## src/rtl/apb_timer_periph.sv

```systemverilog
// APB completer timer: prescaled up-counter with auto-reload and level interrupt on wrap.
// Optional input capture (cap_in, CCR at 0x14, SR.CCIF) enabled by defining APB_TIMER_CAPTURE_EN.
module apb_timer_periph #(
  parameter int PSC_W = 16,
  parameter int CNT_W = 32
) (
  input  logic        PCLK,
  input  logic        PRESET,
  input  logic [4:0]  PADDR,
  input  logic        PWRITE,
  input  logic        PENABLE,
  input  logic [31:0] PWDATA,
  input  logic        PSEL,
  output logic [31:0] PRDATA,
  output logic        PREADY,
`ifdef APB_TIMER_CAPTURE_EN
  input  logic        cap_in,
`endif
  output logic        irq
);

  localparam logic [2:0] A_CR  = 3'd0;
  localparam logic [2:0] A_PSC = 3'd1;
  localparam logic [2:0] A_ARR = 3'd2;
  localparam logic [2:0] A_CNT = 3'd3;
  localparam logic [2:0] A_SR  = 3'd4;
`ifdef APB_TIMER_CAPTURE_EN
  localparam logic [2:0] A_CCR = 3'd5;
`endif

  logic             cr_en, cr_opm, cr_ie;
  logic [PSC_W-1:0] psc, psc_cnt;
  logic [CNT_W-1:0] arr, cnt;
  logic             uif;
  logic [31:0]      rdata;

  // Access phase is acted on only while PREADY is low, so each transfer executes once.
  logic       access, wr;
  logic [2:0] sel;
  logic       wr_cr, wr_psc, wr_arr, wr_cnt, wr_sr;
  logic       tick, at_top, upd;

  assign access = PSEL & PENABLE & ~PREADY;
  assign wr     = access & PWRITE;
  assign sel    = PADDR[4:2];
  assign wr_cr  = wr && (sel == A_CR);
  assign wr_psc = wr && (sel == A_PSC);
  assign wr_arr = wr && (sel == A_ARR);
  assign wr_cnt = wr && (sel == A_CNT);
  assign wr_sr  = wr && (sel == A_SR);

  logic unused_addr_bits;
  assign unused_addr_bits = ^PADDR[1:0];

  assign tick   = cr_en && (psc_cnt == psc);
  // A counter written above ARR runs on to all-ones before wrapping.
  assign at_top = (cnt == arr) || (cnt == '1);
  assign upd    = tick && at_top && !wr_cnt;

  always_ff @(posedge PCLK or negedge PRESET) begin
    if (!PRESET) begin
      PREADY <= 1'b0;
      PRDATA <= '0;
    end else begin
      PREADY <= access;
      if (access) PRDATA <= rdata;
    end
  end

  always_ff @(posedge PCLK or negedge PRESET) begin
    if (!PRESET) begin
      cr_en  <= 1'b0;
      cr_opm <= 1'b0;
      cr_ie  <= 1'b0;
      psc    <= '0;
      arr    <= '1;
    end else begin
      if (wr_cr) begin
        cr_en  <= PWDATA[0];
        cr_opm <= PWDATA[1];
        cr_ie  <= PWDATA[2];
      end else if (upd && cr_opm) begin
        cr_en <= 1'b0;
      end
      if (wr_psc) psc <= PWDATA[PSC_W-1:0];
      if (wr_arr) arr <= PWDATA[CNT_W-1:0];
    end
  end

  always_ff @(posedge PCLK or negedge PRESET) begin
    if (!PRESET) begin
      psc_cnt <= '0;
      cnt     <= '0;
      uif     <= 1'b0;
    end else begin
      if (wr_psc || wr_cnt)  psc_cnt <= '0;
      else if (cr_en)        psc_cnt <= tick ? '0 : psc_cnt + 1'b1;

      if (wr_cnt)            cnt <= PWDATA[CNT_W-1:0];
      else if (tick)         cnt <= at_top ? '0 : cnt + 1'b1;

      if (upd)                        uif <= 1'b1;
      else if (wr_sr && PWDATA[0])    uif <= 1'b0;
    end
  end

`ifdef APB_TIMER_CAPTURE_EN
  logic [2:0]       cap_sync;
  logic             cap_rise;
  logic             ccif;
  logic [CNT_W-1:0] ccr;

  assign cap_rise = cap_sync[1] & ~cap_sync[2];

  always_ff @(posedge PCLK or negedge PRESET) begin
    if (!PRESET) begin
      cap_sync <= '0;
      ccif     <= 1'b0;
      ccr      <= '0;
    end else begin
      cap_sync <= {cap_sync[1:0], cap_in};
      if (cap_rise) begin
        ccr  <= cnt;
        ccif <= 1'b1;
      end else if (wr_sr && PWDATA[1]) begin
        ccif <= 1'b0;
      end
    end
  end

  assign irq = cr_ie & (uif | ccif);
`else
  assign irq = cr_ie & uif;
`endif

  always_comb begin
    rdata = '0;
    case (sel)
      A_CR:  rdata[2:0]       = {cr_ie, cr_opm, cr_en};
      A_PSC: rdata[PSC_W-1:0] = psc;
      A_ARR: rdata[CNT_W-1:0] = arr;
      A_CNT: rdata[CNT_W-1:0] = cnt;
      A_SR: begin
        rdata[0] = uif;
`ifdef APB_TIMER_CAPTURE_EN
        rdata[1] = ccif;
`endif
      end
`ifdef APB_TIMER_CAPTURE_EN
      A_CCR: rdata[CNT_W-1:0] = ccr;
`endif
      default: rdata = '0;
    endcase
  end

endmodule
```

## config.mk

```make
export PLATFORM = sky130hd
export DESIGN_NAME = apb_timer_periph
export DESIGN_NICKNAME = d
export VERILOG_FILES = /design/src/rtl/apb_timer_periph.sv
export SDC_FILE = /design/constraint.sdc
export NUM_CORES = 1
export LEC_CHECK = 0
export ABC_AREA = 1
export CELL_PAD_IN_SITES_DETAIL_PLACEMENT = 0
export CELL_PAD_IN_SITES_GLOBAL_PLACEMENT = 1
export CORE_MARGIN = 10
export CORE_UTILIZATION = 35
export CTS_CLUSTER_SIZE = 28
export DETAILED_ROUTE_END_ITERATION = 8
export MAX_ROUTING_LAYER = met4
export PLACE_DENSITY_LB_ADDON = 0.1
export RECOVER_POWER = 100
export SLEW_MARGIN = 20
export SYNTH_ARGS = -nofsm -noshare
export SYNTH_HDL_FRONTEND = slang
export SYNTH_SLANG_ARGS = --single-unit
```

## constraint.sdc

```tcl
create_clock -name PCLK -period 2.2 [get_ports PCLK]
set_input_delay 0.33 -clock PCLK [delete_from_list [all_inputs] [get_ports PCLK]]
set_output_delay 0.33 -clock PCLK [all_outputs]
set_load 0.05 [all_outputs]
```

==> results_dict.tcl, run 1 <==
set metrics [dict create \
    synthTopCellsByArea "dfrtp_1, nand2_1, dfstp_2" \
    finalSetupViolCount 0 \
    numClockSinks 133 \
    synth_area_sq_um 8063 \
    antenna_found_initial 0 \
    layout_common_cells "nand2_1, inv_1, nor2_1, dfrtp_1, o21ai_0" \
    grt_max_degree 52 \
    drc_errors 0 \
    max-vdd-ir-drop_uv 436.8 \
    syn_to_final_growth_pct 25.68 \
    wl_met1_mm 13.32 \
    outcome "finished, final reports clean" \
    hold_class "in2reg" \
    routed.top_layer "met4" \
    min_from "PWDATA[19]" \
    core_sq_um 22640 \
    cp-end-kind "output pin" \
    synth_edf_count 0 \
    wl_met3_mm 1.025 \
    io_buffer_count 73 \
    hold_viol_final 0 \
    drive_gt1_frac 0.1148 \
    rows 55 \
    ctsRootBufferMaster "clkbuf_16" \
    antennaDiodeCount 0 \
    fp.dieArea_sq_um 29510 \
    critPathArrivalTime_ns 1.76 \
    synth_ff_type "dfrtp_1" \
    critPathLaunch "uif" \
    min_period_ns 2.093 \
    relSlewSlack 0.01144 \
    clkPwrFrac 0.333 \
    finalNetCount 1329 \
    p_int_uw 5941 \
    critPathBufInv 2 \
    wl_met2_mm 11.26 \
    yosysWarnings 0 \
    grt_pass1_wl_mm 41.82 \
    layout_commonest_cell "nand2_1" \
    first_pass_iters 5 \
    numCtsBuffers 17 \
    cap_viol_max_count 0 \
    place_congestion 0.8854 \
    worst_setup_path_start_kind "flip-flop" \
    worstSetupPathType "reg2out" \
    initial_core_util 0.3561 \
    path_cells "nand2_1, inv_1, dlygate4sd3_1" \
    switchingPower_uw 3299 \
    seqPwrFrac 0.380 \
    clk_pin_slew_ns 0.06 \
    cts_buffer_depth 2 \
    ioPinCount 76 \
    yosysTopAreaCellShare 0.3135 \
    pwr-share-comb 0.287 \
    avgSynthCellArea_sq_um 6.915 \
    synth_cells 1166 \
    vias_per_cell 4.865 \
    postCtsSetupBuffers 0 \
    maxSlewViolCount 0 \
    final_area_sq_um 10130 \
    slowest_delay_ns 0.86 \
    synth-async-reset-ratio 1.000 \
    fin_skew_ns 0.01272 \
    seq_area_frac_synth 0.4178 \
    synth-seq-cells 133 \
    grt_pass1_vias 7427 \
    clk_latency_ns 0.43 \
    h-tree-depth 4 \
    leakagePower_uw 0.005055 \
    overflow 0 \
    drt-initial-drc-count 456 \
    wl_per_cell_microns 16.32 \
    slowest_stage "dlygate4sd3_1" \
    worst_slew_pin_slew_ns 1.483 \
    cpLargestDelayFamily "buffers and inverters" \
    grtUsageTotal 0.1875 \
    drt-total-wl_mm 25.83 \
    sw_frac_of_total 0.3570 \
    synth_top_cell_by_area "dfrtp_1" \
    num_vias 7701 \
    crit_fanout 3 \
    die_h_microns 171.8 \
    mappedNetlistNets 1210 \
    r2r-start "PREADY" \
    placed_cell_area_sq_um 9589 \
    fin_crit_sh 0.9513 \
    die_x_microns 171.8 \
    cts_tree "yes" \
    yosys.cell_types.count 40 \
    rsz0062_at_grt "no" \
    crit_required_ns 1.87 \
    dp.final_hpwl_mm 19.56 \
    fin_tns_setup_ns 0 \
    max_freq_ghz 0.4778 \
    powerDensity_nw_per_um2 911.8 \
    ant_nets 0 \
]
==> state kept, by name, indices dropped and copies added, names as in the netlist <==
signal / count
psc_cnt: 16
cr_opm: 1
cr_en: 1
psc: 16
cr_ie: 1
PRDATA: 32
arr: 32
cnt: 32
PREADY: 1
uif: 1
==> kinds of logic after synthesis <==
logic type      synth area share
compound gates            0.1127
fa+ha+maj               0.003103
xor+xnor                 0.03259
mux                      0.01257
simple gates              0.3166
flops                     0.4178
buf+inv                   0.1047
==> power by group through the flow <==
stage	combinational, uW	clock, uW	sequential [uW]
CTS	2720	3140	3520
floorplan	1480	0	3730
detailed placement	2700	0	3560
global placement	2680	0	3550
global route	3010	3270	3600
finish	2650	3080	3510
==> per-layer routing <==
metal,global-route usage,up-vias
met5,-,-
met4,0.03598,0
met3,0.03530,12
met2,0.2730,133
met1,0.2664,3625
li1,-,3931
==> worst register-to-register path, cell delays in order, from the launching register on <==
cell	delay, ns
dfrtp_1	0.37
nor2_1	0.49
nand2_4	0.14
nor2_1	0.18
inv_2	0.07
clkbuf_1	0.18
nand3_2	0.12
clkbuf_2	0.22
o21ai_1	0.09
==> worst paths after layout <==
check                                   end  slack, ns  cells after the start
worst min register to register      arr[18]       0.49                      2
min in group asynchronous       psc_cnt[12]       0.79                      2
worst min-delay path                arr[19]       0.48                      3
worst max register to register   psc_cnt[0]       0.22                      8
max in group asynchronous            arr[1]       0.31                      3
worst max-delay path                    irq       0.11                      3
==> final cells by class <==
type                       instances  area [sq um]
sequential                       133          3368
clock inverter                    12         177.7
fill                            2418         12510
timing repair buffer             139          1284
multi-input combinational        815          3829
clock buffer                      20         446.7
tap                              285         356.6
inverter                         179         671.9
==> metrics by stage <==
step           hold WS (ns)  worst slack (ns)  utilization  cells  power, uW
2_1_floorplan       0.03441            0.3500            -   1166       5207
3_3_place_gp         0.3415           0.08374       0.4235   1550       6234
3_5_place_dp         0.3316           0.06691       0.4235   1550       6259
4_1_cts              0.4486            0.1155       0.4515   1583       9382
5_1_grt              0.4730           0.01430       0.4476   1583       9873
6_report             0.4791            0.1071       0.4476   1583       9240
==> cell usage after synthesis, types with 3 or more instances <==
library cell  instances
xor2_1               27
nand3_2               4
xnor2_1               3
o221ai_1              6
clkbuf_1             23
dfstp_2              32
nand2_1             360
nor2_1              140
inv_1               169
buf_2                11
clkinv_1              6
o22ai_1               8
o21ai_0              84
a21oi_1              45
dfrtp_1             101
nor3_1               19
mux2_2                9
inv_2                 4
nand2_2               4
nand4_1              36
a22oi_1              15
nand3_1              35
==> what timing repair did <==
action | 4_1_cts | 5_1_grt
hold endpoints to repair | 35 | 0
setup endpoints to repair | 1 | 19
gates resized for setup | 1 | 2
hold buffers | 1 | 0
Power figures use the tool's default switching activity.
==> run 2, diff against run 1 <==
--- a/config.mk
+++ b/config.mk
@@ -6,6 +6,7 @@
 export NUM_CORES = 1
 export LEC_CHECK = 0
 export ABC_AREA = 1
+export CAP_MARGIN = 20
 export CELL_PAD_IN_SITES_DETAIL_PLACEMENT = 0
 export CELL_PAD_IN_SITES_GLOBAL_PLACEMENT = 1
 export CORE_MARGIN = 10
==> results of run 2 <==
Final layout, timing and power as in run 1 (identical DEF).
==> run 3, diff against run 2 <==
--- a/config.mk
+++ b/config.mk
@@ -5,7 +5,7 @@
 export SDC_FILE = /design/constraint.sdc
 export NUM_CORES = 1
 export LEC_CHECK = 0
-export ABC_AREA = 1
+export ABC_AREA = 0
 export CAP_MARGIN = 20
 export CELL_PAD_IN_SITES_DETAIL_PLACEMENT = 0
 export CELL_PAD_IN_SITES_GLOBAL_PLACEMENT = 1
@@ -20,3 +20,4 @@
 export SYNTH_ARGS = -nofsm -noshare
 export SYNTH_HDL_FRONTEND = slang
 export SYNTH_SLANG_ARGS = --single-unit
+export TNS_END_PERCENT = 50
==> run 3 against run 2 <==
Net effect:
- the run now ends with setup timing left
- sequential share of layout area down 0.13 points
- non-clock buffer count up 84
- register-to-register slack worse by 0.28 ns
- clock skew down 0.0018 ns
- clock-buffer cell count up 3
- utilization up 5.6 points
- first-iteration DRC count down 7.7%
- die area down 9.5%
- wire length down 6.8%
- highest routed layer unchanged
==> results_dict.tcl, run 3 <==
set metrics [dict create \
    outcome "complete, but fails checks" \
    violations "setup timing" \
    ctsRootBufferMaster "clkbuf_16" \
    synth_ff_type "dfrtp_1" \
    die_x_microns 163.4 \
    vias_per_cell 5.285 \
    overflow 0 \
    layout_common_cells "buf_4, dfrtp_1, nor2_1, clkdlybuf4s50_1, mux2_2" \
    fin_skew_ns 0.01091 \
    synth_area_sq_um 7194 \
    clk_pin_slew_ns 0.06 \
    synth_cells 727 \
    grt_max_degree 55 \
    grt_pass1_wl_mm 38.18 \
    crit_end "cnt[1]" \
    initial_core_util 0.3556 \
    cp-end-kind "flip-flop" \
    slowest_stage "dfrtp_1" \
    seq_area_frac_synth 0.4682 \
    relSlewSlack 0.001433 \
    synth-seq-cells 133 \
    die_h_microns 163.4 \
    critPathLaunch "cnt[10]" \
    worst_slew_pin_slew_ns 1.498 \
    worst_setup_path_start_kind "flip-flop" \
    finalSetupViolCount 8 \
    mappedNetlistNets 771 \
    fin_crit_sh 1.027 \
    reg2reg_depth 9 \
    core_sq_um 20230 \
    crit_top_cell "and4_4" \
    syn_to_final_growth_pct 41.64 \
    path_cells "nand4_1, nor4_4, and4_4, and4_4, buf_4, clkbuf_16, nor4_1, a21oi_1, o21ai_0" \
    synth_top_cell_by_area "dfrtp_1" \
    antenna_found_initial 0 \
    hold_class "reg2reg" \
    fp.dieArea_sq_um 26690 \
    numCtsBuffers 17 \
    hold_viol_final 0 \
    clk_latency_ns 0.43 \
    min_from "PRDATA[4]" \
    r2r_slack_ns -0.06 \
    drt-total-wl_mm 24.08 \
    synth_most_common_cell "dfrtp_1" \
    critPathArrivalTime_ns 2.56 \
    layout_commonest_cell "buf_4" \
    setup_ws_ns -0.06001 \
    ys_top_cells_by_count "dfrtp_1, nor2_1, mux2_2" \
    worstSetupPathType "reg2reg" \
    synth-async-reset-ratio 1.000 \
    io_buffer_count 73 \
    drc_errors 0 \
    yosysTopAreaCellShare 0.3513 \
    ioPinCount 76 \
    grt_pass1_vias 6533 \
    avgSynthCellArea_sq_um 9.896 \
    crit_required_ns 2.50 \
    grtUsageTotal 0.1879 \
    min_period_ns 2.260 \
    crit_fanout 5 \
    max_freq_ghz 0.4425 \
    powerDensity_nw_per_um2 863.6 \
    num_vias 6352 \
    maxSlewViolCount 0 \
    final_cells 1202 \
    max-vdd-ir-drop_uv 582.6 \
    ant_nets 0 \
    synth_edf_count 0 \
    finalNetCount 963 \
    drive_gt1_frac 0.3530 \
    top_regs "PRDATA (32), arr (32), cnt (32)" \
    h-tree-depth 4 \
    wl_per_cell_microns 20.03 \
    rr_endpoint "cnt[1]" \
    cap_viol_max_count 0 \
    first_pass_iters 4 \
    r2r-start "cnt[10]" \
    drt-initial-drc-count 421 \
    place_congestion 0.8350 \
    synthTopCellsByArea "dfrtp_1, dfstp_2, mux2_2" \
    antennaDiodeCount 0 \
    leakagePower_uw 0.004260 \
    cts_buffer_depth 2 \
    yosysWarnings 0 \
    yosys.cell_types.count 57 \
    dp.final_hpwl_mm 16.78 \
    slowest_delay_ns 0.41 \
    numClockSinks 133 \
    rows 52 \
    placed_cells 1154 \
    cts_tree "yes" \
    postLayoutCoreUtil 0.5036 \
    rsz0062_at_grt "yes" \
]
[run 3: changes by cell type after synthesis, sizes merged, moves of 14 or more]
cell    before  now
inv        173    6
nand2      365   54
a221oi       0   16
o21ai       86   37
a31oi        2   18
nor4         0   17
nand3       40   22
a21oi       45   20
xor2        27   42
and3         0   17
mux2         9   65
nand4       36   10
xnor2        3   17
nor2       145   91
[run 3: through the flow]
stage          setup slack [ns]  area (sq um)  hold WS (ns)  setup TNS, ns  power, uW
3_5_place_dp            -0.3886          9133        0.3404         -9.857       5650
3_3_place_gp            -0.3673          9133        0.3414         -9.591       5633
4_1_cts                -0.04305          9972        0.4661        -0.1814       8803
2_1_floorplan           0.01450          7199       0.03441              0       4459
5_1_grt                 -0.1801         10190        0.5065         -3.540       9228
6_report               -0.06001         10190        0.4811        -0.2406       8800
[run 3: worst max-delay path: cells and delay by family (launching register included)]
kind                   cells  cell delay, ns
buffers and inverters      2            0.28
DFF                        1            0.41
and+or+nand+nor            5            1.16
AOI/OAI and AO/OA          2            0.27
[run 3: final cells by class]
| type | count | area, sq um |
|---|---|---|
| clock buffers | 23 | 478.0 |
| repair buffers | 223 | 2034 |
| inverters | 6 | 22.52 |
| fillers | 1847 | 10040 |
| well taps | 270 | 337.8 |
| clock inverters | 9 | 148.9 |
| multi-input cells | 538 | 3795 |
| flip-flops and latches | 133 | 3373 |
[run 3: how the worst min path moves through the flow]
| stage | to | cells past startpoint | slack (ns) |
|---|---|---|---|
| final | PRDATA[4] | 2 | 0.48 |
| after floorplan | PRDATA[0] | 0 | 0.03 |
| after global placement | PRDATA[30] | 1 | 0.34 |
| after detailed placement | PRDATA[30] | 1 | 0.34 |
| after global routing | PRDATA[12] | 2 | 0.51 |
| after CTS | PRDATA[30] | 2 | 0.47 |
[run 3: repair_timing]
item | 4_1_cts | 5_1_grt
hold endpoints to repair | 41 | 0
buffers inserted | 4 | 7
pin swaps | 9 | 16
endpoints found under the setup margin | 38 | 37
hold buffers | 1 | 0
gates cloned | 2 | 3
resized for setup | 30 | 38
[run 3: metal layers]
layer  up-vias  routed length, microns  global-route usage  part of all wire
li1       3006                       -                   -                 -
met5         -                       0                   -                 0
met1      3163                   11630              0.2591              0.48
met3        33                    1172             0.03876             0.049
met2       150                   10900              0.2726              0.45
met4         0                     377             0.05369             0.016
[run 3: kinds of logic after synthesis]
| logic type | Yosys count | share of synthesized area |
|---|---|---|
| xor+xnor | 59 | 0.07183 |
| simple gates | 278 | 0.1936 |
| buf+inv | 57 | 0.03461 |
| mux | 68 | 0.1094 |
| flops | 133 | 0.4682 |
| fa+ha+maj | 2 | 0.003478 |
| compound gates | 130 | 0.1190 |
[run 3: power breakdown]
group          switching (uW)  leakage [uW]  total, uW  internal, uW
Combinational            1270       0.00239       2460          1190
Sequential                331       0.00156       3250          2920
Clock                    1110      0.000311       3090          1980
Total                    2710       0.00426       8800          6090
